`src/rtl/div_16_seq_pkg.sv`:
```
// Shared definitions for the sequential 16-bit divider: state encoding and default width.
package div_16_seq_pkg;

  localparam int DIV_WIDTH = 16;

  localparam logic [1:0] ST_IDLE_ENC = 2'd0;
  localparam logic [1:0] ST_CALC_ENC = 2'd1;
  localparam logic [1:0] ST_FIX_ENC  = 2'd2;
  localparam logic [1:0] ST_DONE_ENC = 2'd3;

  typedef enum logic [1:0] {
    ST_IDLE = ST_IDLE_ENC,
    ST_CALC = ST_CALC_ENC,
    ST_FIX  = ST_FIX_ENC,
    ST_DONE = ST_DONE_ENC
  } div_state_e;

endpackage

```
`src/rtl/div_16_seq_if.sv`:
```
// Request/result bundle between the ALU-side requester and the divider.
interface div_16_seq_if
  import div_16_seq_pkg::*;
#(
  parameter int WIDTH = DIV_WIDTH
);
  logic             Start;
  logic             Signed_Op;
  logic [WIDTH-1:0] A;
  logic [WIDTH-1:0] B;
  logic             Busy;
  logic             Done;
  logic [WIDTH-1:0] Q;
  logic [WIDTH-1:0] R;
  logic             Div_Zero;

  modport master (
    output Start, Signed_Op, A, B,
    input  Busy, Done, Q, R, Div_Zero
  );

  modport slave (
    input  Start, Signed_Op, A, B,
    output Busy, Done, Q, R, Div_Zero
  );
endinterface

```
`src/rtl/div_16_seq_step.sv`:
```
// One restoring-division iteration: shift {rem,quo} left and try to subtract the divisor.
module div_16_seq_step
  import div_16_seq_pkg::*;
#(
  parameter int WIDTH = DIV_WIDTH
) (
  input  logic [WIDTH-1:0] rem_i,
  input  logic [WIDTH-1:0] quo_i,
  input  logic [WIDTH-1:0] dvs_i,
  output logic [WIDTH-1:0] rem_o,
  output logic [WIDTH-1:0] quo_o
);

  logic [WIDTH:0]   rem_sh;
  logic [WIDTH+1:0] trial;
  logic [WIDTH:0]   rem_wide;
  logic             unused_msb;

  // rem < divisor on entry, so the kept remainder always fits back in WIDTH bits
  always_comb begin
    rem_sh   = {rem_i, quo_i[WIDTH-1]};
    trial    = {1'b0, rem_sh} - {2'b00, dvs_i};
    rem_wide = trial[WIDTH+1] ? rem_sh : trial[WIDTH:0];
  end

  assign rem_o      = rem_wide[WIDTH-1:0];
  assign quo_o      = {quo_i[WIDTH-2:0], ~trial[WIDTH+1]};
  assign unused_msb = rem_wide[WIDTH];

endmodule

```
`src/rtl/div_16_seq.sv`:
```
// Iterative signed/unsigned divider: one restoring step per clock, sign fixup, held results.
//
//   state | meaning
//   IDLE  | waiting for Start; results from the last operation held
//   CALC  | one quotient bit per cycle, WIDTH cycles
//   FIX   | apply result signs and load Q/R
//   DONE  | single-cycle Done pulse, then back to IDLE
module div_16_seq
  import div_16_seq_pkg::*;
#(
  parameter int WIDTH = DIV_WIDTH
) (
  input logic         clk,
  input logic         rst_n,
  div_16_seq_if.slave bus
);

  localparam int CW = $clog2(WIDTH);

  div_state_e       state_q, state_d;
  logic [CW-1:0]    cnt_q, cnt_d;
  logic [WIDTH-1:0] rem_q, rem_d;
  logic [WIDTH-1:0] quo_q, quo_d;
  logic [WIDTH-1:0] dvs_q, dvs_d;
  logic             neg_quo_q, neg_quo_d;
  logic             neg_rem_q, neg_rem_d;
  logic [WIDTH-1:0] res_q_q, res_q_d;
  logic [WIDTH-1:0] res_r_q, res_r_d;
  logic             dz_q, dz_d;
  logic             busy_q, busy_d;
  logic             done_q, done_d;

  logic [WIDTH-1:0] step_rem;
  logic [WIDTH-1:0] step_quo;
  logic             sign_a;
  logic             sign_b;
  logic [WIDTH-1:0] mag_a;
  logic [WIDTH-1:0] mag_b;

  div_16_seq_step #(.WIDTH(WIDTH)) u_step (
    .rem_i (rem_q),
    .quo_i (quo_q),
    .dvs_i (dvs_q),
    .rem_o (step_rem),
    .quo_o (step_quo)
  );

  // |0x8000| stays 0x8000 and is then treated as an unsigned magnitude
  always_comb begin
    sign_a = bus.Signed_Op & bus.A[WIDTH-1];
    sign_b = bus.Signed_Op & bus.B[WIDTH-1];
    mag_a  = sign_a ? (~bus.A + WIDTH'(1)) : bus.A;
    mag_b  = sign_b ? (~bus.B + WIDTH'(1)) : bus.B;
  end

  always_comb begin
    state_d   = state_q;
    cnt_d     = cnt_q;
    rem_d     = rem_q;
    quo_d     = quo_q;
    dvs_d     = dvs_q;
    neg_quo_d = neg_quo_q;
    neg_rem_d = neg_rem_q;
    res_q_d   = res_q_q;
    res_r_d   = res_r_q;
    dz_d      = dz_q;

    case (state_q)
      ST_IDLE: begin
        if (bus.Start) begin
          if (bus.B == '0) begin
            res_q_d = '1;
            res_r_d = bus.A;
            dz_d    = 1'b1;
            state_d = ST_DONE;
          end else begin
            rem_d     = '0;
            quo_d     = mag_a;
            dvs_d     = mag_b;
            neg_quo_d = sign_a ^ sign_b;
            neg_rem_d = sign_a;
            cnt_d     = CW'(WIDTH - 1);
            state_d   = ST_CALC;
          end
        end
      end
      ST_CALC: begin
        rem_d = step_rem;
        quo_d = step_quo;
        if (cnt_q == '0) begin
          state_d = ST_FIX;
        end else begin
          cnt_d = cnt_q - CW'(1);
        end
      end
      ST_FIX: begin
        res_q_d = neg_quo_q ? (~quo_q + WIDTH'(1)) : quo_q;
        res_r_d = neg_rem_q ? (~rem_q + WIDTH'(1)) : rem_q;
        dz_d    = 1'b0;
        state_d = ST_DONE;
      end
      ST_DONE: begin
        state_d = ST_IDLE;
      end
      default: begin
        state_d = ST_IDLE;
      end
    endcase

    busy_d = (state_d == ST_CALC) || (state_d == ST_FIX);
    done_d = (state_d == ST_DONE);
  end

  always_ff @(posedge clk or negedge rst_n) begin
    if (!rst_n) begin
      state_q   <= ST_IDLE;
      cnt_q     <= '0;
      rem_q     <= '0;
      quo_q     <= '0;
      dvs_q     <= '0;
      neg_quo_q <= 1'b0;
      neg_rem_q <= 1'b0;
      res_q_q   <= '0;
      res_r_q   <= '0;
      dz_q      <= 1'b0;
      busy_q    <= 1'b0;
      done_q    <= 1'b0;
    end else begin
      state_q   <= state_d;
      cnt_q     <= cnt_d;
      rem_q     <= rem_d;
      quo_q     <= quo_d;
      dvs_q     <= dvs_d;
      neg_quo_q <= neg_quo_d;
      neg_rem_q <= neg_rem_d;
      res_q_q   <= res_q_d;
      res_r_q   <= res_r_d;
      dz_q      <= dz_d;
      busy_q    <= busy_d;
      done_q    <= done_d;
    end
  end

  assign bus.Busy     = busy_q;
  assign bus.Done     = done_q;
  assign bus.Q        = res_q_q;
  assign bus.R        = res_r_q;
  assign bus.Div_Zero = dz_q;

endmodule

```
`src/flat_wrapper.sv`:
```
// flat-port wrapper written by rule: the top's interface ports become plain ports
module div_16_seq_flat import div_16_seq_pkg::*;
#(
  parameter int WIDTH = DIV_WIDTH
)
  (clk, rst_n, bus_Start, bus_Signed_Op, bus_A, bus_B, bus_Busy, bus_Done, bus_Q, bus_R, bus_Div_Zero);
  div_16_seq_if #(.WIDTH(WIDTH)) bus_i ();
  input logic clk;
  input logic rst_n;
  input wire logic [$bits(bus_i.Start)-1:0] bus_Start;
  input wire logic [$bits(bus_i.Signed_Op)-1:0] bus_Signed_Op;
  input wire logic [$bits(bus_i.A)-1:0] bus_A;
  input wire logic [$bits(bus_i.B)-1:0] bus_B;
  output wire logic [$bits(bus_i.Busy)-1:0] bus_Busy;
  output wire logic [$bits(bus_i.Done)-1:0] bus_Done;
  output wire logic [$bits(bus_i.Q)-1:0] bus_Q;
  output wire logic [$bits(bus_i.R)-1:0] bus_R;
  output wire logic [$bits(bus_i.Div_Zero)-1:0] bus_Div_Zero;
  assign bus_i.Start = bus_Start;
  assign bus_i.Signed_Op = bus_Signed_Op;
  assign bus_i.A = bus_A;
  assign bus_i.B = bus_B;
  assign bus_Busy = bus_i.Busy;
  assign bus_Done = bus_i.Done;
  assign bus_Q = bus_i.Q;
  assign bus_R = bus_i.R;
  assign bus_Div_Zero = bus_i.Div_Zero;
  div_16_seq #(.WIDTH(WIDTH)) u_core (.clk(clk), .rst_n(rst_n), .bus(bus_i));
endmodule
```
`config.mk`:
```
export PLATFORM = sky130hd
export DESIGN_NAME = div_16_seq_flat
export DESIGN_NICKNAME = d
export VERILOG_FILES = /design/src/rtl/div_16_seq_pkg.sv /design/src/rtl/div_16_seq_if.sv /design/src/rtl/div_16_seq_step.sv /design/src/rtl/div_16_seq.sv /design/src/flat_wrapper.sv
export SDC_FILE = /design/constraint.sdc
export NUM_CORES = 1
export LEC_CHECK = 0
export CAP_MARGIN = 15
export CORE_MARGIN = 5
export CORE_UTILIZATION = 30
export DETAILED_ROUTE_END_ITERATION = 6
export GPL_TIMING_DRIVEN = 0
export SYNTH_ARGS = -nofsm -noshare
export SYNTH_HDL_FRONTEND = slang
export SYNTH_HIERARCHICAL = 1
export SYNTH_SLANG_ARGS = --single-unit
```
`constraint.sdc`:
```
create_clock -name clk -period 3.5 [get_ports clk]
set_clock_uncertainty 0.2 [all_clocks]
set_input_delay 1.05 -clock clk [delete_from_list [all_inputs] [get_ports clk]]
set_output_delay 1.05 -clock clk [all_outputs]
set_load 0.05 [all_outputs]
```
== After elaboration in Yosys (flattened, before gate mapping) ==
Cells that the tools add are included.

* Bits in registers: 91
* Bits of input ports: 36
* Output and inout port bits: 35

* Add/sub/neg operators: 6
* Equality and inequality tests: 10
* Multiplexer cells: 28
* Bitwise operators: 9
* Reduce and logical (&&, ||, !) cells: 10

{| class="wikitable"
|+ Operators with widths
! cell !! number
|-
| 16-bit two-way mux || 13
|-
| 16-bit case mux with 2 select lines || 4
|-
| 16-bit by 1-bit adder with 16-bit output (second input constant) || 4
|-
| 16-bit NOT || 4
|-
| 17-bit by 16-bit subtractor with 18-bit output || 1
|-
| 16-bit zero test || 1
|-
| 4-bit two-way mux || 3
|-
| 3-bit AND reduction || 3
|-
| 2-bit == test (second input constant) || 4
|-
| 2-bit case mux with 4 select lines || 1
|-
| 4-bit case mux with 2 select lines || 1
|-
| 2-bit two-way mux || 3
|-
| 2-bit != test (second input constant) || 3
|-
| 2-bit by 1-bit == test with 1-bit output (second input constant) || 2
|-
| 4-bit zero test || 1
|-
| 4-bit AND reduction || 1
|-
| 2-bit nonzero test || 2
|-
| 4-bit by 1-bit subtractor with 4-bit output (second input constant) || 1
|-
| 1-bit AND || 2
|-
| 2-bit zero test || 1
|-
| 1-bit two-way mux || 2
|-
| 2-bit by 1-bit != test with 1-bit output (second input constant) || 1
|-
| 1-bit NOT || 2
|-
| 1-bit case mux with 2 select lines || 1
|-
| 2 further kinds || 2
|}

== Longest topological paths before layout ==
* Depth after elaboration: 6
* Gate-level depth with buffers: 11

== By module ==
Netlist, hierarchy kept.

{| class="wikitable"
|+ Modules (own cells, without submodules)
! module !! instances !! cells an instance !! area each (sq um)
|-
| div_16_seq || 1 || 521 || 4,993.5
|-
| div_16_seq_step || 1 || 172 || 1,275.0
|}

== Worst setup path after synthesis ==
Ideal clock, no wire load.

* Path type: input to register
* Start point: input bus_B[0]
* End point: register u_core.busy_q (netlist: u_core/bus.Busy)
* Arrival time: 2.795 ns
* Slack: 0.379 ns
* Stages on the path: 8
* Path buffers: 1
* Path through: inv_1 > ha_1 > nand2b_1 > clkbuf_1 > nor2_1 > a41oi_1 > o21ai_0 > ha_1

* Word-level cells in the longest chain between the ends: 6
* Elaborated cells between the ends (all ways): 7
* Those cells by class: eq/ne: 2; mux: 3; reduce/logical: 2

{| class="wikitable"
|+ RTL lines
! item !! RTL line !! source
|-
| start, declared || flat_wrapper.sv:13 || <nowiki>input wire logic [$bits(bus_i.B)-1:0] bus_B;</nowiki>
|-
| 16-bit zero test * || div_16_seq.sv:71 || <nowiki>if (bus.B == '0) begin</nowiki>
|-
| 2-bit two-way mux * || div_16_seq.sv:71 ||
|-
| 2-bit two-way mux * || div_16_seq.sv:70 || <nowiki>if (bus.Start) begin</nowiki>
|-
| 2-bit case mux with 4 select lines * || div_16_seq.sv:68 || <nowiki>case (state_q)</nowiki>
|-
| named net u_core.state_d[1] || div_16_seq.sv:20 || <nowiki>div_state_e state_q, state_d;</nowiki>
|-
| 2-bit by 1-bit == test with 1-bit output / 2-bit == test (equally long branches) || div_16_seq.sv:110 || <nowiki>busy_d = (state_d == ST_CALC) || (state_d == ST_FIX);</nowiki>
|-
| 1-bit logical OR * || div_16_seq.sv:110 ||
|-
| named net u_core.busy_d || div_16_seq.sv:30 || <nowiki>logic busy_q, busy_d;</nowiki>
|-
| end signal, assigned || div_16_seq.sv:139 || <nowiki>busy_q <= busy_d;</nowiki>
|-
| end, declared || div_16_seq.sv:30 ||
|}

Mark *: on every way through the listed nets, which the timed path passes. The rest lies on a longest branch.
A chain may end at the register's enable or synchronous reset.

== Worst setup path in the final report ==
* Start point: input bus_B[9]
* End point: register u_core.dvs_q[7]

* Word-level cells in the longest chain between the ends: 3

{| class="wikitable"
|+ RTL lines
! item !! RTL line !! source
|-
| 16-bit zero test || div_16_seq.sv:71 ||
|-
| 1-bit NOT (no source line) || -- ||
|-
| 3-bit AND reduction (no source line) || -- ||
|-
| end signal, assigned || div_16_seq.sv:133 || <nowiki>dvs_q <= dvs_d;</nowiki>
|-
| end, declared || div_16_seq.sv:24 || <nowiki>logic [WIDTH-1:0] dvs_q, dvs_d;</nowiki>
|}

No other way between the ends.

==> results.toml <==
[outcome]
outcome = "finished clean"

[worst_setup_path]
path_class = "input port to flip-flop"
crit_slowest_cell = "or4_4"
cp.arrival_ns = 3.43
cp-start-kind = "input port"
endpoint = "u_core/dvs_q[7]"
crit_path_cell_trace = "clkdlybuf4s50_1 -> or4_4 -> nand4b_4 -> o31ai_1 -> buf_2 -> buf_2 -> nand2_1 -> o21ai_0"
r2r_slack_ns = 0.39
crit_fanout = 10
cpMostUsedCell = "buf_2"
critPathCaptureType = "flip-flop"
rr_startpoint = "u_core/quo_q[15]"
crit_required_ns = 3.57
cp-startpoint = "bus_B[9]"
critPathMaxStageDelay_ns = 0.60
reg2regPathDepth = 11
worstReg2RegEnd = "u_core/rem_q[12]"

[synth]
syn_avg_cell_area_um2 = 9.05
ys_async_sr_fraction = 1.00
synthTopCellsByCount = "dfrtp_1 (91), nand2_1 (69), o21ai_0 (65), nor2_1 (48), xor2_1 (39)"
yosysMostFrequentCell = "dfrtp_1"
synth_nets = 752
netlist_instances = 693
yosys_most_used_dff = "dfrtp_1"
yosys_warnings = 6
synth.distinct_cells = 68
synth_edf_count = 0
ys_top_cells_by_area = "dfrtp_1 (36%), xor2_1 (5.4%), o21ai_0 (5.2%)"
ys_seq_elements = 91
yosys.area.top_type = "dfrtp_1"
syn_area_um2 = 6270
netlist.area_leader.share = 0.363
ys_seq_area_frac = 0.363

[sta]
whs_ns = 0.280
fmax_mhz = 297
hold_viol_final = 0
maxSlewViolCount = 0
worst_slew_pin_slew_ns = 1.11
fin_crit_sh = 0.961
fin_crit_ns = 3.36
finalSetupViolCount = 0
slew_headroom = 0.252
fin_setup_tns_ns = 0
rsz0062_at_grt = "false"

[finish]
antenna-diode-count = 0
drive_gt1_frac = 0.107
synthToLayoutAreaGrowth_pct = 22.9
fillers = 2142
nets = 838
fin_area_um2 = 7700

[die]
fp.coreArea_um2 = 20400
ios = 71
die_area_um2 = 23900
die_x_um = 155
row_count = 52
die_height_um = 155
start_util = 0.307

[power_and_ir_drop]
switching_power_w = 0.00373
power-per-cell-area_nw_per_um2 = 1080
p_total_w = 0.00829
power.share.switching = 0.450
combPwrFrac = 0.618
internal-power_w = 0.00456
seqPwrFrac = 0.251
clkPwrFrac = 0.132
cellLeakagePower_nw = 3.22
peakVddDrop_mv = 0.356

[placed_design]
dpl_cell_area_um2 = 7320
hpwl_mm = 13.4
port_buffers = 69
gp_congestion = 0.875

[global_routing]
antenna_found_initial = 0
grt_max_degree = 60
first_global_vias = 5276
overflow = 0
grt_usage = 0.147
grt_pass1_wl_mm = 28.3

[clock_network]
h-tree-depth = 3
clk_pin_slew_worst_paths_ns = 0.06
cts_root_buffer = "clkbuf_16"
clock-sinks = 91
cts_buffers = 9
clock_path_buffers = 2
clk_latency_ns = 0.36
cts_tree = "done"

[route]
viasPerCell = 5.11
wl_met2_mm = 7.94
wl_met3_um = 932
wirelength_mm = 17.4
top_layer = "met4"
drc_errors = 0
postRouteAntennaNets = 0
drtIter0Drc = 372
first_pass_iters = 5
vias = 5384
wl_met1_mm = 8.24
wl_per_cell_um = 16.5

[run]
cap_violations = 0

[min_path]
hp-class = "flip-flop to flip-flop"
power groups by stage:
stage	Combinational (W)	Clock [W]	Sequential, W
2_1_floorplan	0.00344	0	0.00249
3_3_place_gp	0.00504	0	0.00209
3_5_place_dp	0.00510	0	0.00210
4_1_cts	0.00514	0.00112	0.00208
5_1_grt	0.00565	0.00116	0.00216
6_report	0.00512	0.00109	0.00208
logic make-up (layout without fill, tap and decap cells):
family                     after synthesis  after routing  share of synthesized area
xor gates and xnor gates                63             63                     0.0880
adders and majority gates               23             23                     0.0471
buffers and inverters                   83            174                     0.0645
and+or+nand+nor                        204            204                      0.167
DFF                                     91             91                      0.363
AOI/OAI and AO/OA                      198            198                      0.214
muxes                                   31             31                     0.0563
cells in the final DEF (no fill, tap or decap), types with 3 or more instances in the layout:
cell type and count:
a211oi_1 5, a21o_1 5, a21oi_1 34, a22o_1 16, a2bb2oi_1 7, a2bb2oi_2 3, a31oi_1 8, and2_1 4
buf_2 8, buf_4 21, clkbuf_1 17, clkbuf_16 9, clkdlybuf4s50_1 68, dfrtp_1 91, ha_1 22, inv_1 35
mux2_2 6, mux2_4 7, mux2i_1 18, nand2_1 69, nand2b_1 7, nand3_1 12, nand3b_1 4, nor2_1 48
nor2b_1 6, nor3_1 14, nor3b_1 4, nor4_1 7, o211ai_1 5, o21a_1 3, o21ai_0 65, o21ai_1 3
o22ai_1 5, o31ai_1 16, o41ai_1 5, or3_1 8, or3b_2 3, or4_1 6, xnor2_1 24, xor2_1 39
metal layers:
metal / vias up / track usage
met5: - / 0
li1: 2647 / -
met1: 2588 / 0.201
met3: 17 / 0.0372
met2: 132 / 0.236
met4: 0 / 0.0353
registers in the layout, indices dropped and copies added, names as in the netlist:
name / cells
u_core/bus.Div_Zero: 1
u_core/state_q: 2
u_core/neg_rem_q: 1
u_core/quo_q: 16
u_core/bus.Q: 16
u_core/neg_quo_q: 1
u_core/dvs_q: 16
u_core/bus.Busy: 1
u_core/rem_q: 16
u_core/cnt_q: 4
u_core/bus.R: 16
u_core/bus.Done: 1
cell type report:
class	count	area [um2]	share of cell area
Timing Repair Buffer	75	753	0.0978
Clock buffer	10	239	0.0310
Tap cell	270	338	0.0439
Buffer	47	272	0.0352
Inverter	36	135	0.0175
Multi-Input combinational cell	519	3590	0.467
Sequential cell	91	2280	0.296
Clock inverter	6	95.1	0.0123
critical path, delay by kind of cell:
kind / cells / cell delay, ns
AO/OA/AOI/OAI: 2 / 0.36
AND/OR/NAND/NOR: 3 / 0.95
buffers and inverters: 3 / 1.06
stage by stage:
step | utilization | cells | worst slack [ns]
floorplan | - | 693 | 0.379
global placement | 0.357 | 1032 | -2.38
detailed placement | 0.358 | 1033 | -0.790
CTS | 0.377 | 1054 | 0.0941
global route | 0.377 | 1054 | 0.0103
finish | 0.377 | 1054 | 0.135
worst min path at each step:
stage / from / endpoint / slack (ns) / cells after the start
global placement: u_core/dvs_q[15] / u_core/dvs_q[15] / 0.26 / 2
global route: u_core/dvs_q[15] / u_core/dvs_q[15] / 0.31 / 2
detailed placement: u_core/dvs_q[6] / u_core/dvs_q[6] / 0.27 / 2
CTS: u_core/dvs_q[6] / u_core/dvs_q[6] / 0.29 / 2
floorplan: u_core/dvs_q[15] / u_core/dvs_q[15] / 0.25 / 2
finish: u_core/dvs_q[10] / u_core/dvs_q[10] / 0.28 / 2
repair_timing:
item                                   4_1_cts  5_1_grt
buffers inserted                             5        0
endpoints found under the hold margin        0        0
hold buffers                                 0        0
gates resized for setup                      3        0
setup endpoints to repair                   17        9
pin swaps                                    2        1
(Power assumes the default switching activity.)
